File: src/rtl/mult_sched_pkg.sv
// Shared constants and helpers for the round-robin multiplier scheduler.
package mult_sched_pkg;

  localparam int DEF_SIZE  = 4;
  localparam int DEF_LEVEL = 2;
  localparam int DEF_NREQ  = 4;

  // Ceiling log2; values of 1 or less give 0.
  function automatic int clog2(input int v);
    int r;
    r = 0;
    for (int x = v - 1; x > 0; x = x >> 1) r++;
    return r;
  endfunction

endpackage

File: src/rtl/mult_tag_pipe.sv
// Valid+ID shift register that tracks issued operations through the multiplier.
module mult_tag_pipe #(
  parameter int DEPTH = 3,
  parameter int W     = 3
) (
  input  logic         clk,
  input  logic         rst_n,
  input  logic [W-1:0] tag_in,
  output logic [W-1:0] tag_out
);

  logic [DEPTH-1:0][W-1:0] stage_q, stage_d;

  always_comb begin
    stage_d    = stage_q;
    stage_d[0] = tag_in;
    for (int k = 1; k < DEPTH; k++) stage_d[k] = stage_q[k-1];
  end

  always_ff @(posedge clk or negedge rst_n) begin
    if (!rst_n) stage_q <= '0;
    else        stage_q <= stage_d;
  end

  assign tag_out = stage_q[DEPTH-1];

endmodule

File: src/rtl/mult_rr_scheduler.sv
// Round-robin scheduler sharing one pipelined multiplier among NREQ requesters.
module mult_rr_scheduler
  import mult_sched_pkg::*;
#(
  parameter  int SIZE  = DEF_SIZE,
  parameter  int LEVEL = DEF_LEVEL,
  parameter  int NREQ  = DEF_NREQ,
  localparam int LAT   = LEVEL + 1,
  localparam int IDW   = clog2(NREQ),
  localparam int CW    = clog2(LAT + 1)
) (
  input  logic                 clk,
  input  logic                 rst_n,
  input  logic [NREQ-1:0]      req,
  input  logic [NREQ*SIZE-1:0] a_flat,
  input  logic [NREQ*SIZE-1:0] b_flat,
  output logic [NREQ-1:0]      gnt,
  output logic [SIZE-1:0]      mul_a,
  output logic [SIZE-1:0]      mul_b,
  input  logic [2*SIZE-1:0]    mul_pdt,
  output logic                 rsp_valid,
  output logic [IDW-1:0]       rsp_id,
  output logic [2*SIZE-1:0]    rsp_pdt,
  output logic [CW-1:0]        inflight
);

  logic [IDW-1:0] ptr_q, ptr_d;
  logic [CW-1:0]  inflight_q, inflight_d;
  logic [IDW-1:0] gnt_idx;
  logic           gnt_any;

  always_comb begin
    gnt_any = 1'b0;
    gnt_idx = '0;
    // Search begins just past the last winner so it drops to lowest priority.
    for (int k = 1; k <= NREQ; k++) begin
      if (!gnt_any && req[(int'(ptr_q) + k) % NREQ]) begin
        gnt_any = 1'b1;
        gnt_idx = IDW'((int'(ptr_q) + k) % NREQ);
      end
    end
    gnt   = gnt_any ? (NREQ'(1) << gnt_idx) : '0;
    mul_a = gnt_any ? a_flat[gnt_idx*SIZE +: SIZE] : '0;
    mul_b = gnt_any ? b_flat[gnt_idx*SIZE +: SIZE] : '0;
    ptr_d = gnt_any ? gnt_idx : ptr_q;

    inflight_d = inflight_q;
    case ({gnt_any, rsp_valid})
      2'b10:   inflight_d = inflight_q + CW'(1);
      2'b01:   inflight_d = inflight_q - CW'(1);
      default: inflight_d = inflight_q;
    endcase
  end

  always_ff @(posedge clk or negedge rst_n) begin
    if (!rst_n) begin
      ptr_q      <= IDW'(NREQ - 1);
      inflight_q <= '0;
    end else begin
      ptr_q      <= ptr_d;
      inflight_q <= inflight_d;
    end
  end

  mult_tag_pipe #(
    .DEPTH (LAT),
    .W     (IDW + 1)
  ) u_tag_pipe (
    .clk     (clk),
    .rst_n   (rst_n),
    .tag_in  ({gnt_any, gnt_idx}),
    .tag_out ({rsp_valid, rsp_id})
  );

  assign rsp_pdt  = mul_pdt;
  assign inflight = inflight_q;

endmodule

File: config.mk
export PLATFORM = sky130hd
export DESIGN_NAME = mult_rr_scheduler
export DESIGN_NICKNAME = d
export VERILOG_FILES = /design/src/rtl/mult_sched_pkg.sv /design/src/rtl/mult_tag_pipe.sv /design/src/rtl/mult_rr_scheduler.sv
export SDC_FILE = /design/constraint.sdc
export NUM_CORES = 1
export LEC_CHECK = 0
export CAP_MARGIN = 20
export CORE_MARGIN = 2
export CORE_UTILIZATION = 29
export DETAILED_ROUTE_END_ITERATION = 8
export PLACE_DENSITY_LB_ADDON = 0.25
export SETUP_SLACK_MARGIN = 0.3
export SLEW_MARGIN = 20
export SYNTH_ARGS = -nofsm -noshare
export SYNTH_HDL_FRONTEND = slang
export SYNTH_SLANG_ARGS = --single-unit
export TNS_END_PERCENT = 10
File: constraint.sdc
create_clock -name clk -period 1.7 [get_ports clk]
set_input_delay 0.255 -clock clk [delete_from_list [all_inputs] [get_ports clk]]
set_output_delay 0.255 -clock clk [all_outputs]
set_load 0.02 [all_outputs]
### Word-level counts from Yosys, hierarchy flattened

Cells that the tools add are included.

* add/sub/neg operators: 6
* order comparisons: 4
* eq/ne operators: 2
* shift operators: 3
* multiplexer cells: 24
* bitwise logic cells: 4
* reductions and logical operators: 11

Operators with widths (number)
* 16-bit by 5-bit indexed part select with 4-bit output: 2
* 3-bit by 4-bit less-than comparator with 1-bit output, second input constant: 4
* 1-bit 2-to-1 mux: 12
* 4-bit 2-to-1 mux: 3
* 1-bit binary-select mux with 2-bit select: 4
* 2-bit 2-to-1 mux: 4
* 2-bit OR reduction: 4
* 2-bit by 1-bit adder with 2-bit output, second input constant: 3
* 2-bit adder, second input constant: 2
* 1-bit bitwise AND, first input constant: 4
* 2-bit case mux with 2 select lines: 1
* 1-bit by 2-bit left shift with 4-bit output, first input constant: 1
* 1-bit logical AND: 3
* 1-bit logical NOT: 3
* 2-bit by 1-bit == test with 1-bit output, second input constant: 1
* 2-bit == test, second input constant: 1
* 2-bit nonzero test: 1
* 2-bit by 1-bit subtractor with 2-bit output, second input constant: 1

* bits in registers: 13
* output and inout bits: 25

### Longest topological paths before layout

Gate-level depths: netlist of run 1.

* word-level depth: 18
* mapped depth: 8
* gate-level depth less buffers: 5

### By module

A second synthesis of run 1 with hierarchy kept.

* cell total of the unflattened synthesis: 89
* area total of the unflattened synthesis: 920.9 um^2

Modules (own cells, without submodules)
* mult_rr_scheduler: times used 1, cells an instance 80, area an instance 695.7 um^2, seq. area each 102.6 um^2
* mult_tag_pipe: times used 1, cells an instance 9, area an instance 225.2 um^2, seq. area each 225.2 um^2

### Worst setup path before layout of run 1

Ideal clock, no wire load.

* path type: reg-to-output
* start point: register ptr_q[1]
* end point: output port mul_a[0]
* data arrival time: 1.718 ns
* required time: 1.445 ns
* path slack: -0.273 ns
* cell stages (with the launch flop): 9
* path buffers: 3
* path through: dfstp_2 > buf_4 > a21boi_1 > o21bai_1 > o221a_1 > buf_6 > buf_12 > mux2i_1 > o22ai_1

* longest elaborated chain between the ends: 16
* elaborated cells on any way between the ends: 32

Ends and longest elaborated chain
* start: declaration: line mult_rr_scheduler.sv:27 `logic [IDW-1:0] ptr_q, ptr_d;`
* start signal: assignment: line mult_rr_scheduler.sv:57 `ptr_q <= IDW'(NREQ - 1);`
* start signal: assignment: line mult_rr_scheduler.sv:60 `ptr_q <= ptr_d;`
* 2-bit by 1-bit adder with 2-bit output: line mult_rr_scheduler.sv:37, mult_rr_scheduler.sv:39
* 1-bit binary-select mux with 2-bit select: line mult_rr_scheduler.sv:37 `if (!gnt_any && req[(int'(ptr_q) + k) % NREQ]) begin`
* 1-bit 2-to-1 mux (not written as such) (2 in a row): line mult_rr_scheduler.sv:37
* 1-bit 2-to-1 mux: line mult_rr_scheduler.sv:37
* 1-bit logical NOT: line mult_rr_scheduler.sv:37
* 1-bit logical AND: line mult_rr_scheduler.sv:37
* 1-bit 2-to-1 mux: line mult_rr_scheduler.sv:37
* 1-bit logical NOT: line mult_rr_scheduler.sv:37
* 1-bit logical AND: line mult_rr_scheduler.sv:37
* 1-bit 2-to-1 mux: line mult_rr_scheduler.sv:37
* 1-bit logical NOT: line mult_rr_scheduler.sv:37
* 1-bit logical AND: line mult_rr_scheduler.sv:37
* 2-bit 2-to-1 mux: line mult_rr_scheduler.sv:37
* 16-bit by 5-bit indexed part select with 4-bit output: line mult_rr_scheduler.sv:43 `mul_a = gnt_any ? a_flat[gnt_idx*SIZE +: SIZE] : '0;`
* 4-bit 2-to-1 mux *: line mult_rr_scheduler.sv:43
* end: declaration: line mult_rr_scheduler.sv:18 `output logic [SIZE-1:0] mul_a,`

Every way passes the cells marked *; elsewhere a longest branch is shown, timed or not. The select of a mux whose other input is x is not followed.

### Final worst setup path of run 1

* start point: register ptr_q[1]
* end point: output port mul_b[0]

* longest elaborated chain between the ends: 16
* elaborated cells on any way between the ends: 32

Ends and longest elaborated chain
* 2-bit by 1-bit adder with 2-bit output: line mult_rr_scheduler.sv:37, mult_rr_scheduler.sv:39
* 1-bit binary-select mux with 2-bit select: line mult_rr_scheduler.sv:37
* 1-bit 2-to-1 mux (not written as such) (2 in a row): line mult_rr_scheduler.sv:37
* 1-bit 2-to-1 mux: line mult_rr_scheduler.sv:37
* 1-bit logical NOT: line mult_rr_scheduler.sv:37
* 1-bit logical AND: line mult_rr_scheduler.sv:37
* 1-bit 2-to-1 mux: line mult_rr_scheduler.sv:37
* 1-bit logical NOT: line mult_rr_scheduler.sv:37
* 1-bit logical AND: line mult_rr_scheduler.sv:37
* 1-bit 2-to-1 mux: line mult_rr_scheduler.sv:37
* 1-bit logical NOT: line mult_rr_scheduler.sv:37
* 1-bit logical AND: line mult_rr_scheduler.sv:37
* 2-bit 2-to-1 mux: line mult_rr_scheduler.sv:37
* 16-bit by 5-bit indexed part select with 4-bit output: line mult_rr_scheduler.sv:44 `mul_b = gnt_any ? b_flat[gnt_idx*SIZE +: SIZE] : '0;`
* 4-bit 2-to-1 mux *: line mult_rr_scheduler.sv:44
* end: declaration: line mult_rr_scheduler.sv:19 `output logic [SIZE-1:0] mul_b,`

Marks and branches as above.

==> results of run 1 <==
## final cells by class
type	count	area (µm²)	share of cell area, %
clock buffer	3	22.5	1.37
clock inverter	1	5.00	0.303
timing repair buffer	69	688	41.7
sequential	13	328	19.9
tap	33	41.3	2.50
multi-input combinational	59	553	33.5
inverter	3	11.3	0.683
## logic make-up after synthesis
kind of cell / after synthesis / synth area share (%)
flip-flops: 13 / 37.2
adder cells (fa/ha/maj): 1 / 1.42
AND/OR/NAND/NOR: 22 / 14.3
AO/OA/AOI/OAI: 17 / 12.9
multiplexers: 16 / 18.2
XOR/XNOR: 3 / 2.98
buffers and inverters: 15 / 13.0
## flip-flops by register name, summed over array words and instances (netlist names)
name,count
inflight,2
ptr_q,2
u_tag_pipe.stage_d,6
u_tag_pipe.tag_out,3
## power breakdown
| part | internal (mW) | total [mW] | switching [mW] | leakage, nW |
|---|---|---|---|---|
| sequential | 0.443 | 0.508 | 0.0646 | 0.143 |
| clock | 0.0871 | 0.184 | 0.0973 | 0.0177 |
| combinational | 0.946 | 1.79 | 0.840 | 0.574 |
## what timing repair did
action                     4_1_cts  5_1_grt
resized for setup               66       17
buffers inserted                 1        0
setup endpoints to repair       21       17
cloned                           1        0
pin swaps                        2        3
## stage by stage
stage               util [%]  setup TNS (ns)  cells  hold WS (ns)  setup slack [ns]
global route            55.4           -8.02    181         0.370            -0.759
floorplan                  -           -1.46     87       -0.0406            -0.146
detailed placement      51.2          -12.07    175         0.336             -1.03
CTS                     53.8           -6.38    181         0.338            -0.592
finish                  55.4           -6.79    181         0.333            -0.663
global placement        51.2          -11.92    175         0.332             -1.01
## cells in the final DEF, fill, tap and decap left out, types with 2 or more instances in the layout
| cell | count |
|---|---|
| o22ai_2 | 8 |
| buf_12 | 2 |
| nand2_1 | 3 |
| nand2b_1 | 2 |
| buf_2 | 3 |
| buf_4 | 13 |
| mux2i_4 | 2 |
| dlygate4sd2_1 | 6 |
| xnor2_1 | 2 |
| dlymetal6s2s_1 | 2 |
| buf_6 | 7 |
| nor2b_1 | 2 |
| mux2i_2 | 3 |
| nor2_2 | 2 |
| clkdlybuf4s50_1 | 34 |
| clkbuf_4 | 3 |
| dfstp_2 | 2 |
| inv_1 | 3 |
| mux2i_1 | 11 |
| dfrtp_1 | 11 |
| nor2_1 | 4 |
| a21oi_1 | 3 |
## critical path: stages, from the launching register on
cell and delay [ns]:
dfstp_2 0.59, a21boi_1 0.09, o21bai_1 0.22, o221a_4 0.26, buf_12 0.11, buf_16 0.12, mux2i_1 0.21, o22ai_2 0.08
buf_2 0.16
## metal layers
layer / wire length (µm) / up-vias
li1: - / 423
met1: 863 / 401
met2: 1230 / 55
met3: 283 / 0
met4: 0 / 0
met5: 0 / -
## worst max path at each step
stage | start | end | depth (start not counted)
after floorplan | ptr_q[1]$_DFFE_PN1P_ | mul_a[0] | 8
after global placement | req[1] | mul_a[1] | 7
after detailed placement | req[1] | mul_a[2] | 7
after CTS | ptr_q[1]$_DFFE_PN1P_ | mul_a[3] | 8
after global routing | ptr_q[1]$_DFFE_PN1P_ | mul_b[1] | 8
final | ptr_q[1]$_DFFE_PN1P_ | mul_b[0] | 8
==> run metrics, run 1 <==
Final Skew=approximately 0.0013 ns; height of the die=between 50 and 60 µm; standard-cell rows=20; busiest grt layer=met2; Hold-fix buffers, CTS=0; count leader, synth=mux2i_1; Max VDD drop=0.654 mV; fin worst setup slack=-0.663 ns; Distinct cells, synth=32; sequential fraction of the synthesis area=37.2%; placed cell area=0.00153 mm²; Synth async-reset ratio=100%; Req. time, crit path=between 1 and 1.5 ns; DRT Wirelength=between 2 and 2.5 mm; critical-path maximum fanout=9; Fmax=about 420 MHz; total power=about 2.5 mW; CTS Buf Count=3; die area=between 0.003 and 0.004 mm²; fin. max-slew vios=0; Layout area overhead=87.0%; Sink Count=13; main area contributors after synthesis=dfrtp_1 31%, mux2i_1 18%, buf_4 7.7%, dfstp_2 6.0%, o22ai_1 5.7%; M1 GR Usage=roughly 16%; Worst R2R Start=ptr_q[1]$_DFFE_PN1P_; final number of setup-violating endpoints=12; drt drc=0; Hold Crit Class=in -> async; top_reg_cell synth=dfrtp_1; clk_lat worst skew=approximately 0.27 ns; # port buffers=between 50 and 60; via count=879; nets=just under 200; largest net degree at the start of global routing=14; total track usage=13.9%; Worst-Margin Slew=between 0.5 and 0.6 ns; vias in the first global route=889; antenna cell count=0; first-pass GRT wire length=~3.8 mm; YS warnings=0; Post-synth top cells=16 x mux2i_1, 11 x dfrtp_1, 9 x buf_4, 8 x o22ai_1, 6 x nor2_1; M3 GR Usage=5.90%; relative slew slack=between 60% and 70%; Setup crit end kind=output port; Yosys reg bits=13; instance count of the mapped netlist=just under 90; crit path time final=2.36 ns; R2R cell count=7; total congestion overflow=0; Avg WL per Cell=roughly 13 µm; mapped cell area=just under 900 µm²; Starting Density=approximately 30%; I/O pins=between 70 and 80; fin area=around 0.0016 mm²; CTS Buffer Depth=2; CTS clk-pin slew, worst paths=approximately 0.08 ns; failing checks=negative setup slack; drt first pass iters=4; initial antenna violation count=0; endpoints failing hold=0; status=complete, but fails checks; unrepaired setup endpoints after global routing=yes; clock root buffer=clkbuf_4; TritonCTS clock tree=yes; Setup CP Type=reg -> out; P_leak=0.734 nW; syn_nets=134; Worst setup SP type=flop; flop-to-flop setup slack=approximately 0.030 ns; DPL Wire Length=1.79 mm; layout cell share with drive strength beyond 1=between 30% and 40%; gpl congestion=0.837; crit path DAT=about 2.1 ns; met2 Use GR=24.4%; Via-to-Cell Ratio=4.86; fin crit share=139%; DIE WIDTH=around 59 µm; power per cell area=roughly 1500 mW/mm²; DRT iter0 DRCs=13; Routed Antenna Nets=0; Fill cells=about 260; r2r endpoint=u_tag_pipe.stage_d[3]$_DFF_PN0_; Yosys top cell by area=dfrtp_1; Post-synth EDFFs=0; core area=0.00298 mm²; CTS HTree Levels=1; synthesized area per cell=10.1 µm²; post-synth top area share=about 31%; max cap viols=0
(Power assumes the default switching activity.)
==> run 2, diff against run 1 <==
CTS_CLUSTER_SIZE = 40   (was not set)
==> results of run 2 <==
Same layout as run 1: the final DEF is identical, and so are final timing and power.
==> run 3, diff against run 2 <==
CELL_PAD_IN_SITES_DETAIL_PLACEMENT = 1   (was not set)
CELL_PAD_IN_SITES_GLOBAL_PLACEMENT = 2   (was not set)
CORE_UTILIZATION = 15   (was 29)
==> run 3 against run 2 <==
Against the previous run:
- the run still ends with negative setup slack left
- die area up 86%
- maximum frequency rose by 2.4%
- largest cell class unchanged
- non-clock buffer count rose by 11
- first-iteration DRC count rose by 120%
- combinational power rose by 35%
==> run metrics, run 3 (synthesized netlist as in run 1, its figures left out) <==
failing checks=negative setup slack; launch point of the worst hold path=u_tag_pipe.stage_d[6]$_DFF_PN0_; Fill cells=623 (+140%); fin. max-slew vios=0 (unchanged); # port buffers=54 (unchanged); commonest non-fill, non-tap cell in the layout=clkdlybuf4s50_1; crit path DAT=2.05 ns (-0.06 ns); Routed Antenna Nets=0 (unchanged); core area=0.00561 mm² (+88%); Layout area overhead=125%; Worst-Margin Slew=0.566 ns (+0.0198 ns); Starting Density=15.7% (-14 points); CTS Buf Count=3 (unchanged); final number of setup-violating endpoints=12 (unchanged); slowest CP cell=dfstp_2; standard-cell rows=27 (+35%); fin crit share=136% (-3.3 points); Via-to-Cell Ratio=4.03 (-17%); vias in the first global route=1090 (+23%); nets=207 (+5.6%); DIE WIDTH=80.7 µm (+36%); Setup crit end kind=output port; die area=0.00651 mm² (+86%); CTS HTree Levels=1 (unchanged); Max VDD drop=0.588 mV (-10%); CTS clk-pin slew, worst paths=0.05 ns (-0.03 ns); area of the multi-input gates=651 µm² (+18%); flop-to-flop setup slack=0.03 ns (about the same); FF/Latch Area=328 µm² (unchanged); hold endpoint=u_tag_pipe.tag_out[0]$_DFF_PN0_; hold path cells=0; Final Skew=0.00314 ns (+0.00181 ns); antenna cell count=0 (unchanged); unrepaired setup endpoints after global routing=yes; commonest cells after routing, fill and taps aside=33 x clkdlybuf4s50_1, 20 x buf_4, 12 x buf_6; power per cell area=1610 mW/mm² (+7.0%); height of the die=80.7 µm (+36%); status=complete, but fails checks; fin worst setup slack=-0.607 ns (+0.0562 ns); Buf/Inv on CP=4 (+1); Worst R2R Start=ptr_q[1]$_DFFE_PN1P_; Fmax=433 MHz (+2.4%); drt first pass iters=4 (unchanged); Hold WS=0.346 ns (+0.0133 ns); largest net degree at the start of global routing=14 (unchanged); DRT iter0 DRCs=29 (+16); total power=3.19 mW (+29%); crit-path max cell delay=0.59 ns (about the same); drt drc=0 (unchanged); clk_lat worst skew=0.24 ns (-0.03 ns); first-pass GRT wire length=5.15 mm (+37%); critical-path maximum fanout=5 (-4); placed cell area=0.00164 mm² (+7.3%); r2r endpoint=u_tag_pipe.stage_d[4]$_DFF_PN0_; R2R cell count=9 (+2); endpoints failing hold=0 (unchanged); DPL Wire Length=2.26 mm (+26%); P_leak=0.841 nW (+15%); Setup CP Type=reg -> out; Req. time, crit path=1.44 ns (about the same); crit-path cells=buf_4 -> a21oi_1 -> o221a_2 -> buf_6 -> buf_12 -> mux2i_4 -> o22ai_4 -> buf_6; fin area=0.00198 mm² (+20%); Worst setup SP type=flop; layout cell share with drive strength beyond 1=46.5% (+11 points); Hold-fix buffers, CTS=0 (unchanged); gpl congestion=0.689 (-18%); Hold Crit Class=reg -> reg; Avg WL per Cell=13.6 µm (+4.1%); CTS Buffer Depth=2 (unchanged); max cap viols=0 (unchanged); Sink Count=13 (unchanged); relative slew slack=62.1% (-1.3 points); Crit path max-delay family=flip-flops; TritonCTS clock tree=yes; total track usage=10.3% (-3.5 points); initial antenna violation count=0 (unchanged); I/O pins=71 (unchanged); clock root buffer=clkbuf_8; via count=930 (+5.8%); crit path time final=2.31 ns (-0.0562 ns); max reg flops=6 (unchanged); DRT Wirelength=3.15 mm (+33%); total congestion overflow=0 (unchanged); cell mode on critical path=buf_6
==> run 3: cell count changes in the layout (fill, tap and decap cells not counted), sizes merged <==
cell	change
buf	+12
clkbuf	+1
clkdlybuf4s15	-1
clkdlybuf4s50	-1
clkinv	-1
dlygate4sd2	-3
dlymetal6s2s	+4
==> run 3: timing repair <==
item                       CTS  global route
setup buffers                5             0
hold endpoints to repair     0             0
setup endpoints to repair   22            22
resized for setup           90            26
gates cloned                 3             0
pin swaps                    5             4
==> run 3: metrics by stage <==
step / TNS (ns) / setup WS [ns] / instances / utilization (%)
3_5_place_dp: -12.51 / -0.994 / 219 / 29.2
4_1_cts: -6.80 / -0.591 / 231 / 33.6
5_1_grt: -7.23 / -0.671 / 231 / 35.4
2_1_floorplan: -1.46 / -0.146 / 87 / -
6_report: -6.33 / -0.607 / 231 / 35.4
3_3_place_gp: -12.06 / -0.971 / 219 / 29.2
==> run 3: worst max-delay path by stage <==
stage                                     from        to  depth (start not counted)
final                     ptr_q[1]$_DFFE_PN1P_  mul_b[2]                          8
after global routing      ptr_q[1]$_DFFE_PN1P_  mul_b[2]                          8
after CTS                 ptr_q[1]$_DFFE_PN1P_  mul_a[0]                          8
after detailed placement                req[1]  mul_a[3]                          8
after global placement                  req[1]  mul_b[2]                          8
after floorplan           ptr_q[1]$_DFFE_PN1P_  mul_a[0]                          8
==> run 3: where the power goes <==
| group | switching (mW) | leakage, nW | total, mW | internal, mW |
|---|---|---|---|---|
| Combinational | 1.03 | 0.675 | 2.41 | 1.38 |
| Sequential | 0.0688 | 0.143 | 0.514 | 0.445 |
| Clock | 0.0984 | 0.0228 | 0.263 | 0.165 |
| Total | 1.20 | 0.841 | 3.19 | 1.99 |
==> run 3: layout make-up <==
| class | count | area share (%) |
|---|---|---|
| Tap cell | 72 | 4.54 |
| Inverter | 3 | 0.567 |
| Sequential cell | 13 | 16.5 |
| Timing Repair Buffer | 80 | 43.3 |
| Multi-Input combinational cell | 59 | 32.8 |
| Clock buffer | 4 | 2.27 |
==> run 3: per-layer routing <==
metal	GRT usage, %	up-vias	wire (µm)
met4	3.05	0	22
met2	18.8	49	1620
met3	3.82	4	312
met5	0	-	0
li1	-	447	-
met1	11.1	430	1200
